**config.mk**
```make
export PLATFORM = sky130hd
export DESIGN_NAME = exec_controller
export DESIGN_NICKNAME = d
export VERILOG_FILES = /design/src/rtl/exec_controller.sv
export SDC_FILE = /design/constraint.sdc
export NUM_CORES = 1
export LEC_CHECK = 0
export BUFFER_PORTS_ARGS = -buffer_cell sky130_fd_sc_hd__buf_2
export CORE_MARGIN = 10
export CORE_UTILIZATION = 36
export CTS_CLUSTER_DIAMETER = 80
export DETAILED_ROUTE_END_ITERATION = 8
export HOLD_SLACK_MARGIN = 0.03
export PLACE_DENSITY = 0.81
export SETUP_SLACK_MARGIN = 0.15
export SYNTH_ARGS = -nofsm -noshare
export SYNTH_HDL_FRONTEND = slang
export SYNTH_SLANG_ARGS = --single-unit
```
**constraint.sdc**
```tcl
create_clock -name clk -period 2.3 [get_ports clk]
set_input_delay 0.46 -clock clk [delete_from_list [all_inputs] [get_ports clk]]
set_output_delay 0.46 -clock clk [all_outputs]
set_load 0.02 [all_outputs]
```
**src/rtl/exec_controller.sv**
```systemverilog
// exec_controller: execute-stage sequencer gating regfile writes, retire, redirects and traps.
// Define CTRL_IRQ_EN to let irq_i take a trap at top IDLE priority.
module exec_controller #(
    parameter int unsigned ADDR_WIDTH  = 32,
    parameter int unsigned EXC_BASE    = 0,
    parameter int unsigned CNT_WIDTH   = 4,
    parameter int unsigned LSU_TIMEOUT = 8
) (
    input  logic                  clk,
    input  logic                  rst,
    input  logic                  inst_valid_i,
    input  logic                  jump_inst_i,
    input  logic                  branch_inst_i,
    input  logic                  mret_inst_i,
    input  logic                  ecall_inst_i,
    input  logic                  ebreak_inst_i,
    input  logic                  illegal_inst_i,
    input  logic                  lsu_en_i,
    input  logic                  lsu_done_i,
    input  logic                  lsu_err_i,
    input  logic                  muldiv_en_i,
    input  logic                  muldiv_done_i,
    input  logic                  comp_result_i,
    input  logic                  irq_i,
    output logic [CNT_WIDTH-1:0]  cycle_counter_o,
    output logic                  deassert_wen_n_o,
    output logic                  retire_o,
    output logic                  stall_o,
    output logic                  target_valid_o,
    output logic                  save_epc_o,
    output logic [ADDR_WIDTH-1:0] exc_pc_o,
    output logic [4:0]            exc_cause_o,
    output logic                  mret_o
);
    typedef enum logic [1:0] {IDLE, LSU_WAIT, MD_WAIT, REDIRECT} state_t;
`ifdef CTRL_IRQ_EN
    localparam logic IRQ_EN = 1'b1;
`else
    localparam logic IRQ_EN = 1'b0;
`endif
    localparam logic [ADDR_WIDTH-1:0] PC_ECALL = ADDR_WIDTH'(EXC_BASE + 4);
    localparam logic [ADDR_WIDTH-1:0] PC_ILL   = ADDR_WIDTH'(EXC_BASE + 8);
    localparam logic [ADDR_WIDTH-1:0] PC_EBRK  = ADDR_WIDTH'(EXC_BASE + 12);
    localparam logic [ADDR_WIDTH-1:0] PC_LSU   = ADDR_WIDTH'(EXC_BASE + 16);
    localparam logic [ADDR_WIDTH-1:0] PC_IRQ   = ADDR_WIDTH'(EXC_BASE + 20);
    localparam logic [CNT_WIDTH-1:0]  TMO      = CNT_WIDTH'(LSU_TIMEOUT - 1);

    state_t                  cs, ns;
    logic [CNT_WIDTH-1:0]    cnt;
    logic                    wen, ret, tv, trap, mret;
    logic [ADDR_WIDTH-1:0]   trap_pc;
    logic [4:0]              trap_cause;

    // Gating on rst as well keeps every output at 0 while reset is held.
    always_comb begin
        ns = cs;
        wen = 1'b0;
        ret = 1'b0;
        tv = 1'b0;
        trap = 1'b0;
        mret = 1'b0;
        trap_pc = '0;
        trap_cause = '0;
        if (inst_valid_i && !rst) begin
            case (cs)
                IDLE: begin
                    if (irq_i && IRQ_EN) begin
                        trap = 1'b1;
                        trap_pc = PC_IRQ;
                        trap_cause = 5'h1b;
                    end else if (illegal_inst_i) begin
                        trap = 1'b1;
                        trap_pc = PC_ILL;
                        trap_cause = 5'd2;
                    end else if (ecall_inst_i) begin
                        trap = 1'b1;
                        trap_pc = PC_ECALL;
                        trap_cause = 5'd11;
                    end else if (ebreak_inst_i) begin
                        trap = 1'b1;
                        trap_pc = PC_EBRK;
                        trap_cause = 5'd3;
                    end else if (lsu_en_i) begin
                        ns = LSU_WAIT;
                    end else if (muldiv_en_i) begin
                        ns = MD_WAIT;
                    end else if (jump_inst_i) begin
                        wen = 1'b1;
                        ns = REDIRECT;
                    end else if (branch_inst_i) begin
                        ret = !comp_result_i;
                        ns = comp_result_i ? REDIRECT : IDLE;
                    end else if (mret_inst_i) begin
                        mret = 1'b1;
                        tv = 1'b1;
                        ret = 1'b1;
                    end else begin
                        wen = 1'b1;
                        ret = 1'b1;
                    end
                end
                LSU_WAIT: begin
                    if (lsu_done_i && !lsu_err_i) begin
                        wen = 1'b1;
                        ret = 1'b1;
                        ns = IDLE;
                    end else if (lsu_done_i || cnt == TMO) begin
                        trap = 1'b1;
                        trap_pc = PC_LSU;
                        trap_cause = 5'd5;
                        ns = IDLE;
                    end
                end
                MD_WAIT: begin
                    if (muldiv_done_i) begin
                        wen = 1'b1;
                        ret = 1'b1;
                        ns = IDLE;
                    end
                end
                default: begin
                    tv = 1'b1;
                    ret = 1'b1;
                    ns = IDLE;
                end
            endcase
        end
    end

    always_ff @(posedge clk or posedge rst) begin
        if (rst) begin
            cs <= IDLE;
            cnt <= '0;
        end else begin
            cs <= ns;
            if (ns == IDLE)
                cnt <= '0;
            else if (inst_valid_i && cnt != '1)
                cnt <= cnt + 1'b1;
        end
    end

    assign cycle_counter_o  = cnt;
    assign deassert_wen_n_o = wen;
    assign retire_o         = ret;
    assign stall_o          = inst_valid_i && !rst && ns != IDLE;
    assign target_valid_o   = tv | trap;
    assign save_epc_o       = trap;
    assign exc_pc_o         = trap_pc;
    assign exc_cause_o      = trap_cause;
    assign mret_o           = mret;
endmodule

```
==> results.ini, run 1 <==
[synthesis]
syn_avg_cell_area_sq_um=7.78
ys.flop_type=dfrtp_1
synth.distinct_cells=34
ys_ff_latch=6
synth_top_area_cell=buf_4
synth_top_area_share_pct=27.4
synthArstFlopShare_pct=100
synth_edf_count=0
synth_cells=109
yosys_warnings=0
syn-cell-area_sq_um=848
synth_seq_area_share_pct=17.7
synth_area_leaders=buf_4, dfrtp_1, a21oi_1

[sta]
fmax_ghz=0.474
hold_violations=0
rsz0062_at_grt=yes
final.setup.tns_ns=0
post-route-period-util_pct=91.7
min_period_ns=2.11
setup_viol=0
finClkSkew_ns=0.00114
report.final.slew_viol_count=0

[pwr]
p_total_w=0.000422
p_leak_nw=0.601
power.density_mw_per_mm2=390
ir_drop_v=0.000254

[layout]
fill_cells=231
area_growth_pct=27.6
final_core_util_pct=48.5
nNetsFinal=170
final_cell_area_sq_mm=0.00108
drive_gt1_share_pct=41.1
diodes=0

[floorplanning]
rows=17
start_util_pct=38.0
ioPinCount=63
dieArea_sq_mm=0.00470
fp.dieH_um=68.5
die_w_um=68.5
core_sq_mm=0.00223

[critical_path]
crit_type=flop to primary output
critPathLaunchType=flop
end_kind=primary output
cp_max_fo=4
critPathRequiredTime_ns=1.84
arrival_ns=1.65

[placed_design]
place_hpwl_um=1950
dpl_cell_area_sq_um=945
portBuffers=31
place.gp.congestion=0.892

[drt]
drt_pre_antenna_iters=4
post-route-drc-count=0
ant_nets=0
wl_per_cell_um=13.4
viasPerCell=4.54
drt-total-wl_um=2400
vias=812
drt_first_iter_violations=16

[clock_network]
cts.sink_count=6
root_buffer=clkbuf_4
cts_buffers=3
clk_latency_ns=0.25
cts_tree=built
clkSlewWorstSetupHoldPaths_ns=0.04
htree_levels=1
cts-root-to-sink-buffers=2

[global_routing]
grt_usage_pct=9.22
grt_pass1_vias=761
grt_antenna_before_repair=0
grt_pass1_wl_um=3420
grt_overflow=0
grt_max_degree=9

[min_path]
worst_hold_path_type=primary input to asynchronous set/reset pin

[job]
maxCapViolations=0

[status]
status=finished, final reports clean

## synthesized netlist by cell type, types with 2 or more instances
master	number
buf_4	31
a21oi_1	10
inv_1	7
dfrtp_1	6
nand2_1	5
nand3_1	4
nor2b_1	4
nor2_1	3
nor4_1	3
o21ai_0	3
a211o_1	2
and2_1	2
buf_2	2
nand2b_1	2
nor3_1	2
o2111ai_1	2
o211ai_1	2
o21a_1	2
xor2_1	2
## layout make-up
type / count / area [sq um] / share of cell area (%)
clock buffers: 3 / 22.5 / 2.08
inverters: 7 / 26.3 / 2.43
multi-input cells: 91 / 583 / 53.9
flip-flops and latches: 6 / 153 / 14.1
well taps: 28 / 35.0 / 3.24
repair buffers: 44 / 263 / 24.3
## worst paths after layout
check / end / cells after the start / from / slack, ns
hold reg to reg: cycle_counter_o[1]$_DFFE_PP0P_ / 2 / cycle_counter_o[1]$_DFFE_PP0P_ / 0.63
setup reg to reg: cycle_counter_o[0]$_DFFE_PP0P_ / 7 / cs[1]$_DFF_PP0_ / 0.71
min in group clk: cycle_counter_o[2]$_DFFE_PP0P_ / 3 / inst_valid_i / 0.59
max in group asynchronous: cs[0]$_DFF_PP0_ / 2 / rst / 1.92
hold / removal: cycle_counter_o[1]$_DFFE_PP0P_ / 2 / rst / 0.17
setup / recovery: stall_o / 6 / cycle_counter_o[0]$_DFFE_PP0P_ / 0.19
## layout by cell type (no fill, tap or decap), drive strengths merged
master / count
buf: 44
conb: 30
a21oi: 10
inv: 7
dfrtp: 6
nand2: 5
nor2b: 4
nand3: 4
nor2: 3
clkbuf: 3
o21ai: 3
nor3: 3
nor4: 3
nand2b: 2
a211o: 2
o211ai: 2
o2111ai: 2
xor2: 2
o21a: 2
and2: 2
a2bb2oi: 1
nor3b: 1
nand3b: 1
mux2: 1
mux2i: 1
a31o: 1
nand4: 1
a31oi: 1
and4b: 1
a211oi: 1
and3: 1
ha: 1
## sequential cells by signal, summed over array words and instances (netlist names)
register,cells
cycle_counter_o,4
cs,2
## metrics by stage
step / setup slack, ns / cells / hold WS (ns)
finish: 0.192 / 179 / 0.166
CTS: 0.143 / 173 / 0.180
detailed placement: 0.168 / 168 / 0.442
floorplan: 0.291 / 138 / 0.251
global placement: 0.201 / 168 / 0.432
global route: 0.120 / 179 / 0.188
## logic make-up (layout without fill, tap and decap cells)
| logic type | count (synthesis) | in the layout | synth area share, % |
|---|---|---|---|
| flip-flops | 6 | 6 | 17.7 |
| other | 1 | 30 | 0.442 |
| AND/OR/NAND/NOR | 31 | 31 | 22.9 |
| multiplexers | 2 | 2 | 2.95 |
| adder cells (fa/ha/maj) | 1 | 1 | 1.47 |
| XOR/XNOR | 2 | 2 | 2.07 |
| AO/OA/AOI/OAI | 25 | 25 | 20.4 |
| buffers and inverters | 41 | 54 | 32.2 |
## report_power, final
group	internal (W)	leakage, nW	switching (W)	total [W]
sequential	0.000112	0.0795	0.00000964	0.000122
clock	0.0000593	0.0138	0.0000427	0.000102
combinational	0.0000703	0.508	0.000128	0.000198
total	0.000242	0.601	0.000180	0.000422
## worst max-delay path: stages (launching register included)
cell      delay (ns)
dfrtp_1         0.40
ha_2            0.21
nand3b_1        0.13
a21oi_1         0.08
mux2_4          0.30
a21oi_4         0.14
buf_6           0.13
## layer usage
metal | global-route usage [%] | part of all wire, %
met3 | 2.58 | 12
met2 | 16.1 | 52
met5 | 0 | 0
met1 | 10.1 | 34
met4 | 4.27 | 1.5
## repair_timing
action                     CTS  global route
cloned                       0             0
setup buffers                2             6
pin swaps                    1             4
setup endpoints to repair    3             7
resized for setup            5             9
hold buffers                 0             0
(Power assumes the default switching activity.)
==> run 2, diff against run 1 <==
--- a/config.mk
+++ b/config.mk
@@ -5,6 +5,8 @@
 export SDC_FILE = /design/constraint.sdc
 export NUM_CORES = 1
 export LEC_CHECK = 0
+export ABC_AREA = 1
+export ABC_CLOCK_PERIOD_IN_PS = 2300
 export BUFFER_PORTS_ARGS = -buffer_cell sky130_fd_sc_hd__buf_2
 export CORE_MARGIN = 10
 export CORE_UTILIZATION = 36
==> results.ini, run 2 <==
[layout]
diodes=0  ; unchanged
nNetsFinal=183  ; was 170
layout_common_cells=buf_2, conb_1, nand2_1  ; was conb_1, buf_2, buf_4
mostFrequentLayoutCell=buf_2
area_growth_pct=18.9  ; was 27.6%
final_core_util_pct=45.2  ; was 48.5%
multi_input_area_sq_um=531  ; was 583 sq um
seqCellArea_sq_um=151  ; was 153 sq um
largest_register_ffs=4  ; unchanged
stdcell_count=192  ; was 179
fill_cells=248  ; was 231
drive_gt1_share_pct=37.8  ; was 41.1%

[drt]
drt-total-wl_um=1990  ; was 2400 um
vias=755  ; was 812
viasPerCell=3.93  ; was 4.54
ant_nets=0  ; unchanged
drt_pre_antenna_iters=4  ; unchanged
post-route-drc-count=0  ; unchanged
drt_first_iter_violations=20  ; was 16
wl_per_cell_um=10.4  ; was 13.4 um

[clock_network]
htree_levels=1  ; unchanged
clkSlewWorstSetupHoldPaths_ns=0.04  ; about the same
cts.sink_count=6  ; unchanged
cts_buffers=3  ; unchanged
clk_latency_ns=0.24  ; was 0.25 ns
ctsHoldBuffers=0  ; unchanged
root_buffer=clkbuf_4  ; unchanged
cts-root-to-sink-buffers=2  ; unchanged
cts_tree=built  ; unchanged

[floorplanning]
fp.dieH_um=68.3  ; was 68.5 um
rows=17  ; unchanged
core_sq_mm=0.00221  ; was 0.00223 sq mm
die_w_um=68.3  ; was 68.5 um
start_util_pct=38.0  ; about the same
dieArea_sq_mm=0.00467  ; was 0.00470 sq mm
ioPinCount=63  ; unchanged

[pwr]
p_total_w=0.000400  ; was 0.000422 W
ir_drop_v=0.000220  ; was 0.000254 V
power.density_mw_per_mm2=401  ; was 390 mW/mm^2
p_leak_nw=0.604  ; was 0.601 nW

[synthesis]
ys_ff_latch=6  ; unchanged
synth_commonest_cells=buf_4, nand2_1, inv_1, nor2_1  ; was buf_4, a21oi_1, inv_1, dfrtp_1, nand2_1
synth_top_area_share_pct=27.7  ; was 27.4%
synth.distinct_cells=28  ; was 34
synth_edf_count=0  ; unchanged
yosysMostFrequentCell=buf_4  ; unchanged
synth_area_leaders=buf_4, dfrtp_1, nand2_1  ; was buf_4, dfrtp_1, a21oi_1
syn_avg_cell_area_sq_um=6.67  ; was 7.78 sq um
synth_top_area_cell=buf_4  ; unchanged
synth_seq_area_share_pct=17.9  ; was 17.7%
synthArstFlopShare_pct=100  ; unchanged
synth_cells=126  ; was 109
syn-cell-area_sq_um=841  ; was 848 sq um
ys.flop_type=dfrtp_1  ; unchanged
yosys_warnings=0  ; unchanged

[global_routing]
grt_max_degree=8  ; was 9
grt_pass1_vias=667  ; was 761
grt_antenna_before_repair=0  ; unchanged
grt_pass1_wl_um=2700  ; was 3420 um
grt_overflow=0  ; unchanged
grt_usage_pct=7.10  ; was 9.22%

[placed_design]
portBuffers=31  ; unchanged
dp.cells=184  ; was 168
pre_cts_ws_ns=0.291  ; was 0.168 ns
place.gp.congestion=0.812  ; was 0.892
place_hpwl_um=1780  ; was 1950 um

[critical_path]
cp_cell_sequence=ha_4 > nand2_1 > nor2_2 > nor2_1 > nand2_1 > nand2_1 > nand2_1 > nand2_2 > nor2_4 > nor2_2 > buf_2  ; was ha_2 > nand3b_1 > a21oi_1 > mux2_4 > a21oi_4 > buf_6
end_kind=primary output  ; unchanged
cpMostUsedCell=nand2_1
r2r_start=cycle_counter_o[0]$_DFFE_PP0P_  ; was cs[1]$_DFF_PP0_
critPathRequiredTime_ns=1.84  ; about the same
crit_type=flop to primary output  ; unchanged
cpPeakStageDelay_ns=0.41  ; was 0.40 ns
critPathLaunchType=flop  ; unchanged
cp-startpoint=cycle_counter_o[0]$_DFFE_PP0P_  ; unchanged
crit_slowest_cell=dfrtp_1  ; unchanged
arrival_ns=1.59  ; was 1.65 ns
cp_max_fo=3  ; was 4

[sta]
min_period_ns=2.05  ; was 2.11 ns
post-route-period-util_pct=89.1  ; was 91.7%
rsz0062_at_grt=yes  ; unchanged
report.final.slew_viol_count=0  ; unchanged
final.setup.tns_ns=0  ; unchanged
hold_violations=0  ; unchanged
fmax_ghz=0.488  ; was 0.474 GHz
post-route-worst-setup-slack_ns=0.252  ; was 0.192 ns
setup_viol=0  ; unchanged
finClkSkew_ns=0.000250  ; was 0.00114 ns

[min_path]
worst_hold_path_type=primary input to asynchronous set/reset pin  ; unchanged

[job]
maxCapViolations=0  ; unchanged

[status]
status=finished, final reports clean  ; unchanged

run 2: cell type report:
| type | count | share of cell area, % |
|---|---|---|
| multi-input cells | 102 | 53.1 |
| repair buffers | 37 | 20.0 |
| clock buffers | 3 | 2.25 |
| well taps | 28 | 3.50 |
| inverters | 16 | 6.01 |
| flip-flops and latches | 6 | 15.1 |
run 2: critical path: cells and delay by family (launching register included):
kind          cells  cell delay (ns)
simple gates      9             0.63
buf+inv           1             0.15
flops             1             0.41
fa+ha+maj         1             0.16
run 2: metal layers:
metal	wire length, um	up-vias	global-route usage [%]
met4	20	0	3.02
met5	0	-	0
met1	706	318	7.75
met2	1080	27	13.0
met3	186	2	1.31
li1	-	408	-
run 2: kinds of logic (layout without fill, tap and decap cells):
kind of cell,count (synthesis),count (layout),share of synthesized area (%)
compound gates,11,11,7.74
xor+xnor,2,2,2.08
fa+ha+maj,1,1,1.49
buf+inv,47,56,34.8
flops,6,6,17.9
mux,1,1,1.34
other cells,1,30,0.446
simple gates,57,57,34.2
run 2: metrics by stage:
| stage | instance area [sq um] | hold WS (ns) |
|---|---|---|
| 5_1_grt | 1000 | 0.262 |
| 3_3_place_gp | 915 | 0.508 |
| 3_5_place_dp | 915 | 0.526 |
| 6_report | 1000 | 0.267 |
| 2_1_floorplan | 950 | 0.281 |
| 4_1_cts | 947 | 0.268 |
run 2: report_power, final:
group	switching (W)	internal, W	leakage [nW]	total, W
clock network	0.0000346	0.0000588	0.0138	0.0000934
logic	0.000131	0.0000534	0.509	0.000184
registers	0.0000102	0.000113	0.0813	0.000123
total	0.000176	0.000225	0.604	0.000400
run 2: path summary, 6_finish.rpt:
kind	end	slack [ns]	cells past startpoint
setup / recovery	stall_o	0.25	11
min in group clk	cycle_counter_o[2]$_DFFE_PP0P_	0.58	3
setup reg to reg	cycle_counter_o[3]$_DFFE_PP0P_	0.84	7
hold reg to reg	cs[0]$_DFF_PP0_	0.63	2
hold / removal	cs[1]$_DFF_PP0_	0.27	3
max in group asynchronous	cs[0]$_DFF_PP0_	1.91	3
run 2: what timing repair did:
item | CTS | global route
gates resized for setup | 1 | 5
gates cloned | 0 | 0
pin swaps | 1 | 3
setup buffers | 1 | 4
setup endpoints to repair | 1 | 3
==> run 3, diff against run 2 <==
--- a/config.mk
+++ b/config.mk
@@ -15,6 +15,7 @@
 export HOLD_SLACK_MARGIN = 0.03
 export PLACE_DENSITY = 0.81
 export SETUP_SLACK_MARGIN = 0.15
+export SKIP_LAST_GASP = 1
 export SYNTH_ARGS = -nofsm -noshare
 export SYNTH_HDL_FRONTEND = slang
 export SYNTH_SLANG_ARGS = --single-unit
==> constraint.sdc (replaced) <==
create_clock -name clk -period 2.3 [get_ports clk]
set_input_delay 0.46 -clock clk [delete_from_list [all_inputs] [get_ports clk]]
set_output_delay 0.46 -clock clk [all_outputs]
set_load 0.01 [all_outputs]
==> results.ini, run 3 (synthesis results as in run 2) <==
[status]
status=finished, final reports clean  ; unchanged

[clock_network]
cts_buffers=3  ; unchanged
root_buffer=clkbuf_4  ; unchanged
cts.sink_count=6  ; unchanged
clk_latency_ns=0.24  ; about the same
htree_levels=1  ; unchanged
cts_tree=built  ; unchanged
ctsHoldBuffers=0  ; unchanged
cts-root-to-sink-buffers=2  ; unchanged
clkSlewWorstSetupHoldPaths_ns=0.04  ; about the same

[job]
maxCapViolations=0  ; unchanged

[critical_path]
r2r_start=cycle_counter_o[1]$_DFFE_PP0P_  ; was cycle_counter_o[0]$_DFFE_PP0P_
crit_type=flop to primary output  ; unchanged
crit_slowest_cell=dfrtp_1  ; unchanged
cp_cell_sequence=ha_4 > nand2_4 > nor2_4 > nor2_2 > nand2_1 > nand2_1 > nand2_1 > nand2_2 > nor2_4 > nor2_2 > buf_2  ; was ha_4 > nand2_1 > nor2_2 > nor2_1 > nand2_1 > nand2_1 > nand2_1 > nand2_2 > nor2_4 > nor2_2 > buf_2
cpPeakStageDelay_ns=0.42  ; was 0.41 ns
timing.reg2reg.setup_slack_ns=0.86  ; was 0.84 ns
cpMostUsedCell=nand2_1  ; unchanged
critPathRequiredTime_ns=1.84  ; about the same
end_kind=primary output  ; unchanged
cp_max_fo=4  ; was 3
critPathLaunchType=flop  ; unchanged
worstReg2RegEnd=cycle_counter_o[0]$_DFFE_PP0P_  ; was cycle_counter_o[3]$_DFFE_PP0P_
cp-startpoint=cycle_counter_o[1]$_DFFE_PP0P_  ; was cycle_counter_o[0]$_DFFE_PP0P_
arrival_ns=1.57  ; was 1.59 ns
crit_end=stall_o  ; unchanged
ff2ff_path_depth=11  ; was 7

[drt]
wl_per_cell_um=10.9  ; was 10.4 um
drt-total-wl_um=2080  ; was 1990 um
viasPerCell=4.01  ; was 3.93
drt_pre_antenna_iters=4  ; unchanged
ant_nets=0  ; unchanged
vias=765  ; was 755
post-route-drc-count=0  ; unchanged
drt_first_iter_violations=12  ; was 20

[floorplanning]
ioPinCount=63  ; unchanged
core_sq_mm=0.00221  ; unchanged
dieArea_sq_mm=0.00467  ; unchanged
start_util_pct=38.0  ; unchanged
die_w_um=68.3  ; unchanged
rows=17  ; unchanged
fp.dieH_um=68.3  ; unchanged

[layout]
mostFrequentLayoutCell=buf_2  ; unchanged
area_growth_pct=19.8  ; was 18.9%
drive_gt1_share_pct=39.3  ; was 37.8%
largest_register_ffs=4  ; unchanged
layout_common_cells=buf_2, conb_1, nand2_1  ; unchanged
diodes=0  ; unchanged
nNetsFinal=182  ; was 183

[min_path]
worst_hold_path_type=primary input to asynchronous set/reset pin  ; unchanged

[placed_design]
place_hpwl_um=1790  ; was 1780 um
place.gp.congestion=0.825  ; was 0.812
portBuffers=31  ; unchanged

[sta]
finClkSkew_ns=0.00137  ; was 0.000250 ns
rsz0062_at_grt=yes  ; unchanged
final.setup.tns_ns=0  ; unchanged
min_period_ns=2.03  ; was 2.05 ns
fmax_ghz=0.493  ; was 0.488 GHz
report.final.slew_viol_count=0  ; unchanged
setup_viol=0  ; unchanged
hold_violations=0  ; unchanged
post-route-period-util_pct=88.2  ; was 89.1%

[pwr]
p_total_w=0.000368  ; was 0.000400 W
ir_drop_v=0.000178  ; was 0.000220 V
p_leak_nw=0.613  ; was 0.604 nW
power.density_mw_per_mm2=365  ; was 401 mW/mm^2

[global_routing]
grt_usage_pct=7.65  ; was 7.10%
grt_pass1_vias=685  ; was 667
grt_overflow=0  ; unchanged
grt_antenna_before_repair=0  ; unchanged
grt_pass1_wl_um=2830  ; was 2700 um
grt_max_degree=8  ; unchanged

-- run 3: cell types whose count changed in the layout (fill, tap and decap cells not counted), sizes merged --
cell	before	now
buf	37	36
-- run 3: worst min path at each step --
stage	from	endpoint	slack (ns)	cells past startpoint
floorplan	rst	cs[0]$_DFF_PP0_	0.28	1
global placement	rst	cycle_counter_o[1]$_DFFE_PP0P_	0.51	3
detailed placement	rst	cycle_counter_o[1]$_DFFE_PP0P_	0.52	3
CTS	rst	cycle_counter_o[2]$_DFFE_PP0P_	0.26	3
global route	rst	cycle_counter_o[2]$_DFFE_PP0P_	0.27	3
finish	rst	cycle_counter_o[2]$_DFFE_PP0P_	0.26	3
-- run 3: power breakdown --
part	internal, W	total (W)	switching (W)
clock	0.0000587	0.0000926	0.0000338
sequential	0.000113	0.000124	0.0000107
combinational	0.0000530	0.000151	0.0000985
total	0.000225	0.000368	0.000143
-- run 3: metal layers --
layer / vias up / part of all wire [%] / wire (um) / GRT usage (%)
met1: 330 / 34 / 702 / 8.48
met5: - / 0 / 0 / 0
li1: 408 / - / - / -
met4: 0 / 0 / 0 / 3.77
met2: 27 / 57 / 1180 / 13.0
met3: 0 / 9.3 / 194 / 2.28
-- run 3: area by class of cell --
cell class | count | area, sq um
clock buffers | 3 | 22.5
fillers | 248 | 1200
inverters | 16 | 60.1
multi-input cells | 102 | 543
flip-flops and latches | 6 | 154
well taps | 28 | 35.0
repair buffers | 36 | 193
-- run 3: stage by stage --
stage	setup WS, ns	instances	utilization [%]	hold slack (ns)	area (sq um)
global route	0.110	191	45.5	0.273	1010
global placement	0.327	184	41.3	0.508	915
floorplan	0.440	155	-	0.281	950
detailed placement	0.323	184	41.3	0.516	915
CTS	0.198	188	42.8	0.258	947
finish	0.272	191	45.5	0.264	1010
-- run 3: critical path, delay by kind of cell, from the launching register on --
family	cells	cell delay, ns
buffers and inverters	1	0.13
DFF	1	0.42
and+or+nand+nor	9	0.57
adders and majority gates	1	0.20
-- run 3: repair_timing --
item	CTS	global route
gates resized for setup	1	10
setup buffers	1	3
pin swaps	1	7
setup endpoints to repair	1	3
